$ cat src/rtl/alu_arbiter.sv
// Round-robin arbiter sharing one tinyalu between two requesters, with a
// start/done handshake toward the ALU and a watchdog abort for hung operations.

package tinyalu_pkg;

  typedef enum logic [2:0] {
    no_op  = 3'b000,
    add_op = 3'b001,
    and_op = 3'b010,
    xor_op = 3'b011,
    mul_op = 3'b100,
    rst_op = 3'b111
  } alu_opcode_t;

  typedef struct packed {
    logic [7:0]  a;
    logic [7:0]  b;
    alu_opcode_t op;
  } alu_req_t;

endpackage

module alu_arbiter
  import tinyalu_pkg::*;
#(
  parameter int unsigned TIMEOUT = 64
) (
  input  logic        clk,
  input  logic        reset_n,
  input  logic [1:0]  rq_start,
  input  logic [7:0]  rq_A0,
  input  logic [7:0]  rq_B0,
  input  alu_opcode_t rq_op0,
  input  logic [7:0]  rq_A1,
  input  logic [7:0]  rq_B1,
  input  alu_opcode_t rq_op1,
  output logic [1:0]  rq_done,
  output logic [1:0]  rq_err,
  output logic [15:0] rq_result0,
  output logic [15:0] rq_result1,
  output logic        alu_start,
  output logic [7:0]  alu_A,
  output logic [7:0]  alu_B,
  output alu_opcode_t alu_op,
  input  logic [15:0] alu_result,
  input  logic        alu_done,
  output logic        busy,
  output logic        grant
);

  localparam int unsigned TIMER_W = 8;
  localparam logic [TIMER_W-1:0] TIMER_LAST = TIMER_W'(TIMEOUT - 1);

  typedef enum logic [1:0] {
    IDLE = 2'b00,
    BUSY = 2'b01,
    RESP = 2'b10
  } state_t;

  state_t               state_q, state_d;
  logic [TIMER_W-1:0]   timer_q, timer_d;
  logic                 last_grant_q, last_grant_d;
  logic                 grant_q, grant_d;
  logic                 alu_start_q, alu_start_d;
  logic                 busy_q, busy_d;
  alu_req_t             req_q, req_d;
  logic [1:0]           rq_done_q, rq_done_d;
  logic [1:0]           rq_err_q, rq_err_d;
  logic [15:0]          res0_q, res0_d;
  logic [15:0]          res1_q, res1_d;
  logic                 win;

  // Next-state and next-output logic; every output is the registered copy.
  always_comb begin
    state_d      = state_q;
    timer_d      = timer_q;
    last_grant_d = last_grant_q;
    grant_d      = grant_q;
    alu_start_d  = alu_start_q;
    busy_d       = busy_q;
    req_d        = req_q;
    rq_done_d    = 2'b00;
    rq_err_d     = 2'b00;
    res0_d       = res0_q;
    res1_d       = res1_q;
    win          = 1'b0;

    case (state_q)
      IDLE: begin
        if (rq_start != 2'b00) begin
          // On a tie the port that was not served last goes first.
          win          = (rq_start == 2'b11) ? ~last_grant_q : rq_start[1];
          req_d        = win ? '{a: rq_A1, b: rq_B1, op: rq_op1}
                             : '{a: rq_A0, b: rq_B0, op: rq_op0};
          grant_d      = win;
          last_grant_d = win;
          timer_d      = '0;
          alu_start_d  = 1'b1;
          busy_d       = 1'b1;
          state_d      = BUSY;
        end
      end

      BUSY: begin
        timer_d = timer_q + TIMER_W'(1);
        if (alu_done) begin
          if (grant_q) res1_d = alu_result;
          else         res0_d = alu_result;
          rq_done_d[grant_q] = 1'b1;
          alu_start_d        = 1'b0;
          state_d            = RESP;
        end else if (timer_q == TIMER_LAST) begin
          if (grant_q) res1_d = 16'h0000;
          else         res0_d = 16'h0000;
          rq_done_d[grant_q] = 1'b1;
          rq_err_d[grant_q]  = 1'b1;
          alu_start_d        = 1'b0;
          state_d            = RESP;
        end
      end

      RESP: begin
        busy_d  = 1'b0;
        state_d = IDLE;
      end

      default: begin
        alu_start_d = 1'b0;
        busy_d      = 1'b0;
        state_d     = IDLE;
      end
    endcase
  end

  always_ff @(posedge clk) begin
    if (!reset_n) begin
      state_q      <= IDLE;
      timer_q      <= '0;
      last_grant_q <= 1'b1;
      grant_q      <= 1'b0;
      alu_start_q  <= 1'b0;
      busy_q       <= 1'b0;
      req_q        <= '{a: 8'h00, b: 8'h00, op: no_op};
      rq_done_q    <= 2'b00;
      rq_err_q     <= 2'b00;
      res0_q       <= 16'h0000;
      res1_q       <= 16'h0000;
    end else begin
      state_q      <= state_d;
      timer_q      <= timer_d;
      last_grant_q <= last_grant_d;
      grant_q      <= grant_d;
      alu_start_q  <= alu_start_d;
      busy_q       <= busy_d;
      req_q        <= req_d;
      rq_done_q    <= rq_done_d;
      rq_err_q     <= rq_err_d;
      res0_q       <= res0_d;
      res1_q       <= res1_d;
    end
  end

  assign rq_done    = rq_done_q;
  assign rq_err     = rq_err_q;
  assign rq_result0 = res0_q;
  assign rq_result1 = res1_q;
  assign alu_start  = alu_start_q;
  assign alu_A      = req_q.a;
  assign alu_B      = req_q.b;
  assign alu_op     = req_q.op;
  assign busy       = busy_q;
  assign grant      = grant_q;

endmodule

$ cat config.mk
export PLATFORM = sky130hd
export DESIGN_NAME = alu_arbiter
export DESIGN_NICKNAME = d
export VERILOG_FILES = /design/src/rtl/alu_arbiter.sv
export SDC_FILE = /design/constraint.sdc
export NUM_CORES = 1
export LEC_CHECK = 0
export ABC_AREA = 0
export ABC_CLOCK_PERIOD_IN_PS = 3200
export BUFFER_PORTS_ARGS = -buffer_cell sky130_fd_sc_hd__buf_2
export CAP_MARGIN = 20
export CORE_MARGIN = 2
export CORE_UTILIZATION = 45
export DETAILED_ROUTE_END_ITERATION = 8
export PLACE_DENSITY = 0.72
export RECOVER_POWER = 25
export SYNTH_ARGS = -nofsm -noshare
export SYNTH_HDL_FRONTEND = slang
export SYNTH_SLANG_ARGS = --single-unit
$ cat constraint.sdc
create_clock -name clk -period 3.2 [get_ports clk]
set_input_delay 0.64 -clock clk [delete_from_list [all_inputs] [get_ports clk]]
set_output_delay 0.64 -clock clk [all_outputs]
set_load 0.02 [all_outputs]
==> results of run 1 <==
worst min-delay path by stage:
stage                       startpoint                      end  slack (ps)
6_report       timer_q[4]$_SDFFE_PN0P_  timer_q[4]$_SDFFE_PN0P_         530
5_1_grt        timer_q[4]$_SDFFE_PN0P_  timer_q[4]$_SDFFE_PN0P_         540
4_1_cts          alu_A[2]$_SDFFE_PN0P_    alu_A[2]$_SDFFE_PN0P_         520
3_5_place_dp   timer_q[6]$_SDFFE_PN0P_  timer_q[6]$_SDFFE_PN0P_         510
3_3_place_gp     alu_B[2]$_SDFFE_PN0P_    alu_B[2]$_SDFFE_PN0P_         500
2_1_floorplan  timer_q[4]$_SDFFE_PN0P_  timer_q[4]$_SDFFE_PN0P_         470
layer usage:
metal  share of wire  global-route usage
met4           0.015             0.08127
met5               0                   0
met1            0.45              0.2769
met3           0.083             0.04713
met2            0.45              0.3361
area by class of cell:
type,instances,share of cell area
clock buffer,12,0.04006
clock inverter,4,0.005816
inverter,2,0.001939
multi-input combinational,233,0.4113
sequential,69,0.3567
tap,96,0.03102
timing repair buffer,123,0.1532
through the flow:
step | area [um^2] | util | worst slack, ps
2_1_floorplan | 3184 | - | 1642
4_1_cts | 3913 | 0.5727 | 956.6
5_1_grt | 3872 | 0.5669 | 901.2
6_report | 3872 | 0.5669 | 961.5
3_5_place_dp | 3735 | 0.5467 | 1100
3_3_place_gp | 3735 | 0.5467 | 1205
power by group through the flow:
stage | clock [uW] | combinational (uW) | sequential, uW
after global placement | 0 | 391 | 972
after global routing | 695 | 435 | 961
after floorplan | 0 | 225 | 1020
after CTS | 664 | 402 | 954
final | 651 | 394 | 955
after detailed placement | 0 | 400 | 973
Yosys cell counts, drive strengths merged, types with 3 or more instances:
| cell | n |
|---|---|
| mux2i | 20 |
| a311oi | 3 |
| o211ai | 5 |
| a211oi | 20 |
| clkbuf | 13 |
| dfxtp | 69 |
| nor2 | 6 |
| and3 | 19 |
| buf | 24 |
| a41oi | 3 |
| nor3 | 17 |
| o221a | 33 |
| nand2 | 54 |
| a21oi | 27 |
| nand2b | 3 |
kinds of logic (layout without fill, tap and decap cells):
logic type,count (synthesis),in the layout
muxes,20,20
DFF,69,69
AOI/OAI and AO/OA,99,99
and+or+nand+nor,113,113
adders and majority gates,1,1
buffers and inverters,39,141
sequential cells by signal (all words and copies together), names as in the netlist, 3 cells and up:
signal	cells
timer_q	8
rq_result0	16
alu_op	3
rq_result1	16
alu_A	8
alu_B	8
==> results.json, run 1 <==
{
  "final_min_period_over_clock_period": 0.6995,
  "grt_pass1_vias": 2741,
  "layout.nets": 498,
  "root_buffer": "clkbuf_8",
  "hold_violations": 0,
  "synth_top_area_cell": "dfxtp_1",
  "slew_headroom": 0.3593,
  "dpl.cell_count": 523,
  "drc": 0,
  "synthSimpleGateAreaFrac": 0.1741,
  "syn_avg_cell_area_um2": 9.338,
  "maxCapViolCount": 0,
  "ys_warn_count": 0,
  "path_class": "reg2out",
  "endpoint_kind": "output port",
  "die_h_um": 88.12,
  "vdd_drop_max_mv": 0.2708,
  "drt_iter0_markers": 166,
  "rsz0062_at_grt": "no",
  "grt_use_total": 0.2100,
  "synth_area_leaders": "dfxtp_1 43%, o221a_2 11%, nand2_1 6.4%",
  "grt-ovfl-total": 0,
  "clk_pin_slew_worst_paths_ps": 80,
  "cts_setup_buffers": 0,
  "die_area_um2": 7765,
  "synth_edf_count": 0,
  "hold_depth": 1,
  "multiInputGateArea_um2": 1593,
  "firstDrtPassIters": 4,
  "grt_pass1_wl_um": 12940,
  "final_common_cell": "buf_2",
  "cts_buffers": 9,
  "cts-hold-fix-buffers": 0,
  "final_cell_mix": "87 x buf_2, 69 x dfxtp_1, 54 x nand2_1",
  "core_um2": 6832,
  "start_util": 0.4661,
  "arrival_ps": 1600,
  "dpl.hpwl_um": 5392,
  "synth-seq-area-share": 0.4338,
  "syn_area_um2": 3184,
  "hold_ws_ps": 525.6,
  "p_seq_frac": 0.478,
  "cp-start-kind": "flip-flop",
  "antenna_found_initial": 0,
  "drv_slew": 0,
  "synthesis.nets": 401,
  "regArea_um2": 1381,
  "crit_buf_inv": 1,
  "clock.fmax_mhz": 446.7,
  "path_depth": 1,
  "stdcell_count": 539,
  "fin_tns_setup_ps": 0,
  "clkPwrFrac": 0.326,
  "critical_path_required_ps": 2560,
  "viasPerCell": 5.544,
  "netSwitchingFraction": 0.3104,
  "r2r_cells": 4,
  "antenna_left": 0,
  "critPathMaxStageDelay_ps": 940,
  "power_frac_comb": 0.197,
  "syn2layout_area_growth_pct": 21.61,
  "postSynth.asyncResetShare": 0,
  "num_rows": 30,
  "rrSetupSlack_ps": 1230,
  "r2r_end": "rq_result1[8]$_SDFFE_PN0P_",
  "period_needed_ps": 2239,
  "grt_max_degree": 36,
  "synthAdderAreaFrac": 0.003929,
  "cp_top_family": "flip-flops",
  "die_w_um": 88.12,
  "tightest_slew_ps": 961.0,
  "synthMuxAreaShare": 0.06287,
  "cellInternalPower_uw": 1379,
  "cts_max_path_buffers": 2,
  "cts_tree": "yes",
  "synth_xor_area_frac": 0,
  "cts_max_level": 3,
  "worstReg2RegStart": "grant$_SDFFE_PN0P_",
  "clock_latency_ps": 350,
  "p_per_area_nw_per_um2": 516.4,
  "ios": 117,
  "status": "finished clean",
  "ys.flop_type": "dfxtp_1",
  "gp_congestion": 0.8146,
  "cts.sinks": 69,
  "nFillCells": 654,
  "slowest_stage": "dfxtp_1",
  "drive_gt1_frac": 0.3273,
  "yosysTopAreaCellShare": 0.4338,
  "skew_ps": 11.62,
  "setup-violations-final": 0,
  "via_count": 2988,
  "cp_max_fo": 24,
  "synthCells": 341,
  "synth_top_family_by_area": "compound AO/OA/AOI/OAI gates",
  "startpoint": "grant$_SDFFE_PN0P_",
  "switchingPower_uw": 620.8,
  "synth_compound_area_frac": 0.2582,
  "crit_chain": "buf_2",
  "routed_wl_um": 7961,
  "wire_per_inst_um": 14.77,
  "yosysUniqueCellTypes": 40,
  "worstHoldPathType": "reg2reg",
  "crit_end": "grant",
  "p_leak_uw": 0.001657,
  "cts_resized": 0,
  "ys_ff_latch": 69,
  "io_buffers": 116,
  "diodes": 0,
  "total_power_uw": 2000
}
No activity file was read; power rests on OpenSTA's default activity.
==> inputs of run 2 (changes only) <==
==> config.mk (replaced) <==
export PLATFORM = sky130hd
export DESIGN_NAME = alu_arbiter
export DESIGN_NICKNAME = d
export VERILOG_FILES = /design/src/rtl/alu_arbiter.sv
export SDC_FILE = /design/constraint.sdc
export NUM_CORES = 1
export LEC_CHECK = 0
export ABC_AREA = 1
export ABC_CLOCK_PERIOD_IN_PS = 1800
export BUFFER_PORTS_ARGS = -buffer_cell sky130_fd_sc_hd__buf_2
export CAP_MARGIN = 20
export CORE_MARGIN = 2
export CORE_UTILIZATION = 44
export DETAILED_ROUTE_END_ITERATION = 8
export PLACE_DENSITY = 0.74
export RECOVER_POWER = 25
export SYNTH_ARGS = -nofsm -noshare
export SYNTH_HDL_FRONTEND = slang
export SYNTH_SLANG_ARGS = --single-unit
==> constraint.sdc (replaced) <==
create_clock -name clk -period 1.8 [get_ports clk]
set_input_delay 0.36 -clock clk [delete_from_list [all_inputs] [get_ports clk]]
set_output_delay 0.36 -clock clk [all_outputs]
set_load 0.02 [all_outputs]
==> results.json, run 2 <==
{
  "synthesis.nets": 495,
  "final_min_period_over_clock_period": 0.8631,
  "io_buffers": 116,
  "p_per_area_nw_per_um2": 968.3,
  "fin_tns_setup_ps": 0,
  "cts_max_path_buffers": 2,
  "cts-hold-fix-buffers": 0,
  "slew_headroom": 0.6202,
  "hold_violations": 0,
  "synth.most_common_cell": "nand2_1",
  "rsz0062_at_grt": "no",
  "path_class": "reg2reg",
  "antenna_found_initial": 0,
  "stdcell_count": 629,
  "final_common_cell": "nand2_1",
  "dpl.hpwl_um": 5020,
  "clock_latency_ps": 350,
  "cts_setup_buffers": 0,
  "ys_warn_count": 0,
  "grt-ovfl-total": 0,
  "syn_avg_cell_area_um2": 6.886,
  "nFillCells": 651,
  "root_buffer": "clkbuf_8",
  "drt_iter0_markers": 132,
  "routed_wl_um": 7006,
  "setup-violations-final": 0,
  "cts_max_level": 3,
  "ys_ff_latch": 69,
  "multiInputGateArea_um2": 1324,
  "syn_area_um2": 2995,
  "synthCells": 435,
  "final_cell_mix": "128 x nand2_1, 87 x buf_2, 69 x dfxtp_1",
  "skew_ps": 14.17,
  "dpl.cell_count": 613,
  "antenna_left": 0,
  "drv_slew": 0,
  "clock.fmax_mhz": 643.6,
  "gp_congestion": 0.8756,
  "die_w_um": 86.51,
  "grt_use_total": 0.1953,
  "critical_path_required_ps": 2030,
  "period_needed_ps": 1554,
  "rrSetupSlack_ps": 250,
  "tightest_slew_ps": 569.1,
  "cts_buffers": 9,
  "endpoint_kind": "flip-flop",
  "firstDrtPassIters": 4,
  "arrival_ps": 1790,
  "yosysTopAreaCellShare": 0.4612,
  "syn2layout_area_growth_pct": 26.23,
  "cts_tree": "yes",
  "drive_gt1_frac": 0.2259,
  "clk_pin_slew_worst_paths_ps": 80,
  "layout.nets": 604,
  "die_h_um": 86.51,
  "regArea_um2": 1381,
  "cts.sinks": 69,
  "cp-start-kind": "flip-flop",
  "synth_top_area_cell": "dfxtp_1",
  "grt_use_met1": 0.2446,
  "yosysUniqueCellTypes": 22,
  "num_rows": 30,
  "grt_pass1_wl_um": 11760,
  "cts_resized": 0,
  "use_met3": 0.05333,
  "p_leak_uw": 0.001956,
  "status": "finished clean",
  "synth_area_leaders": "dfxtp_1 46%, nand2_1 16%, nor2_1 7.8%",
  "ios": 117,
  "via_count": 3012,
  "ys.flop_type": "dfxtp_1",
  "utilization": 0.5659,
  "grt_max_degree": 61,
  "synth-seq-area-share": 0.4612,
  "synth_edf_count": 0,
  "grt_pass1_vias": 2733,
  "viasPerCell": 4.789,
  "maxCapViolCount": 0,
  "cp_max_fo": 24,
  "wire_per_inst_um": 11.14,
  "core_um2": 6681,
  "drc": 0,
  "gr-max-usage-layer": "met2",
  "synthTopCellsByCount": "128 x nand2_1, 69 x dfxtp_1, 62 x nor2_1, 41 x inv_1",
  "met2_usage": 0.3161,
  "vdd_drop_max_mv": 0.5454,
  "worstHoldPathType": "in2reg",
  "postSynth.asyncResetShare": 0,
  "die_area_um2": 7484,
  "diodes": 0,
  "start_util": 0.4483
}
-- run 2: cell type report --
| class | instances | share of cell area |
|---|---|---|
| Clock inverter | 7 | 0.01919 |
| Clock buffer | 9 | 0.03276 |
| Inverter | 44 | 0.04368 |
| Timing Repair Buffer | 122 | 0.1625 |
| Sequential cell | 69 | 0.3653 |
| Tap cell | 80 | 0.02647 |
| Multi-Input combinational cell | 298 | 0.3501 |
-- run 2: final timing paths --
check                                end  cells past startpoint               startpoint
max          rq_result0[11]$_SDFFE_PN0P_                      9  timer_q[0]$_SDFFE_PN0P_
min                alu_A[6]$_SDFFE_PN0P_                      3                 rq_A1[6]
max reg2reg  rq_result0[11]$_SDFFE_PN0P_                      9  timer_q[0]$_SDFFE_PN0P_
min reg2reg      timer_q[3]$_SDFFE_PN0P_                      2  timer_q[3]$_SDFFE_PN0P_
-- run 2: logic make-up after synthesis --
kind of cell             after synthesis  synth area share
AO/OA/AOI/OAI                         70            0.1257
adder cells (fa/ha/maj)                1          0.004176
AND/OR/NAND/NOR                      227            0.3129
flip-flops                            69            0.4612
buffers and inverters                 68           0.09607
-- run 2: worst max-delay path, cell delays in order (launching register included) --
cell	delay [ps]
dfxtp_1	370
ha_1	190
nand2_2	80
nor2_2	170
nand2_2	110
nand2_4	150
buf_12	180
nand3_1	80
nand2_1	70
nor2_1	50
-- run 2: metal layers --
| layer | share of wire | vias up | wire length, um |
|---|---|---|---|
| li1 | - | 1581 | - |
| met4 | 0.016 | 0 | 115 |
| met2 | 0.45 | 115 | 3142 |
| met3 | 0.078 | 9 | 544 |
| met1 | 0.46 | 1307 | 3203 |
| met5 | 0 | - | 0 |
-- run 2: per-stage QoR --
stage	instance area (um^2)	hold slack, ps	power [uW]	setup WS (ps)
6_report	3781	279.8	3661	246.4
4_1_cts	3820	260.9	3713	248.7
3_5_place_dp	3623	454.2	2448	251.1
3_3_place_gp	3623	443.8	2436	336.1
2_1_floorplan	2995	428.7	2202	404.6
5_1_grt	3781	269.9	3869	92.75
-- run 2: power breakdown --
part,leakage (uW),switching (uW),total (uW),internal [uW]
sequential,0.000565,61.5,1700,1640
clock,0.0000960,620,1260,644
combinational,0.00129,457,696,239
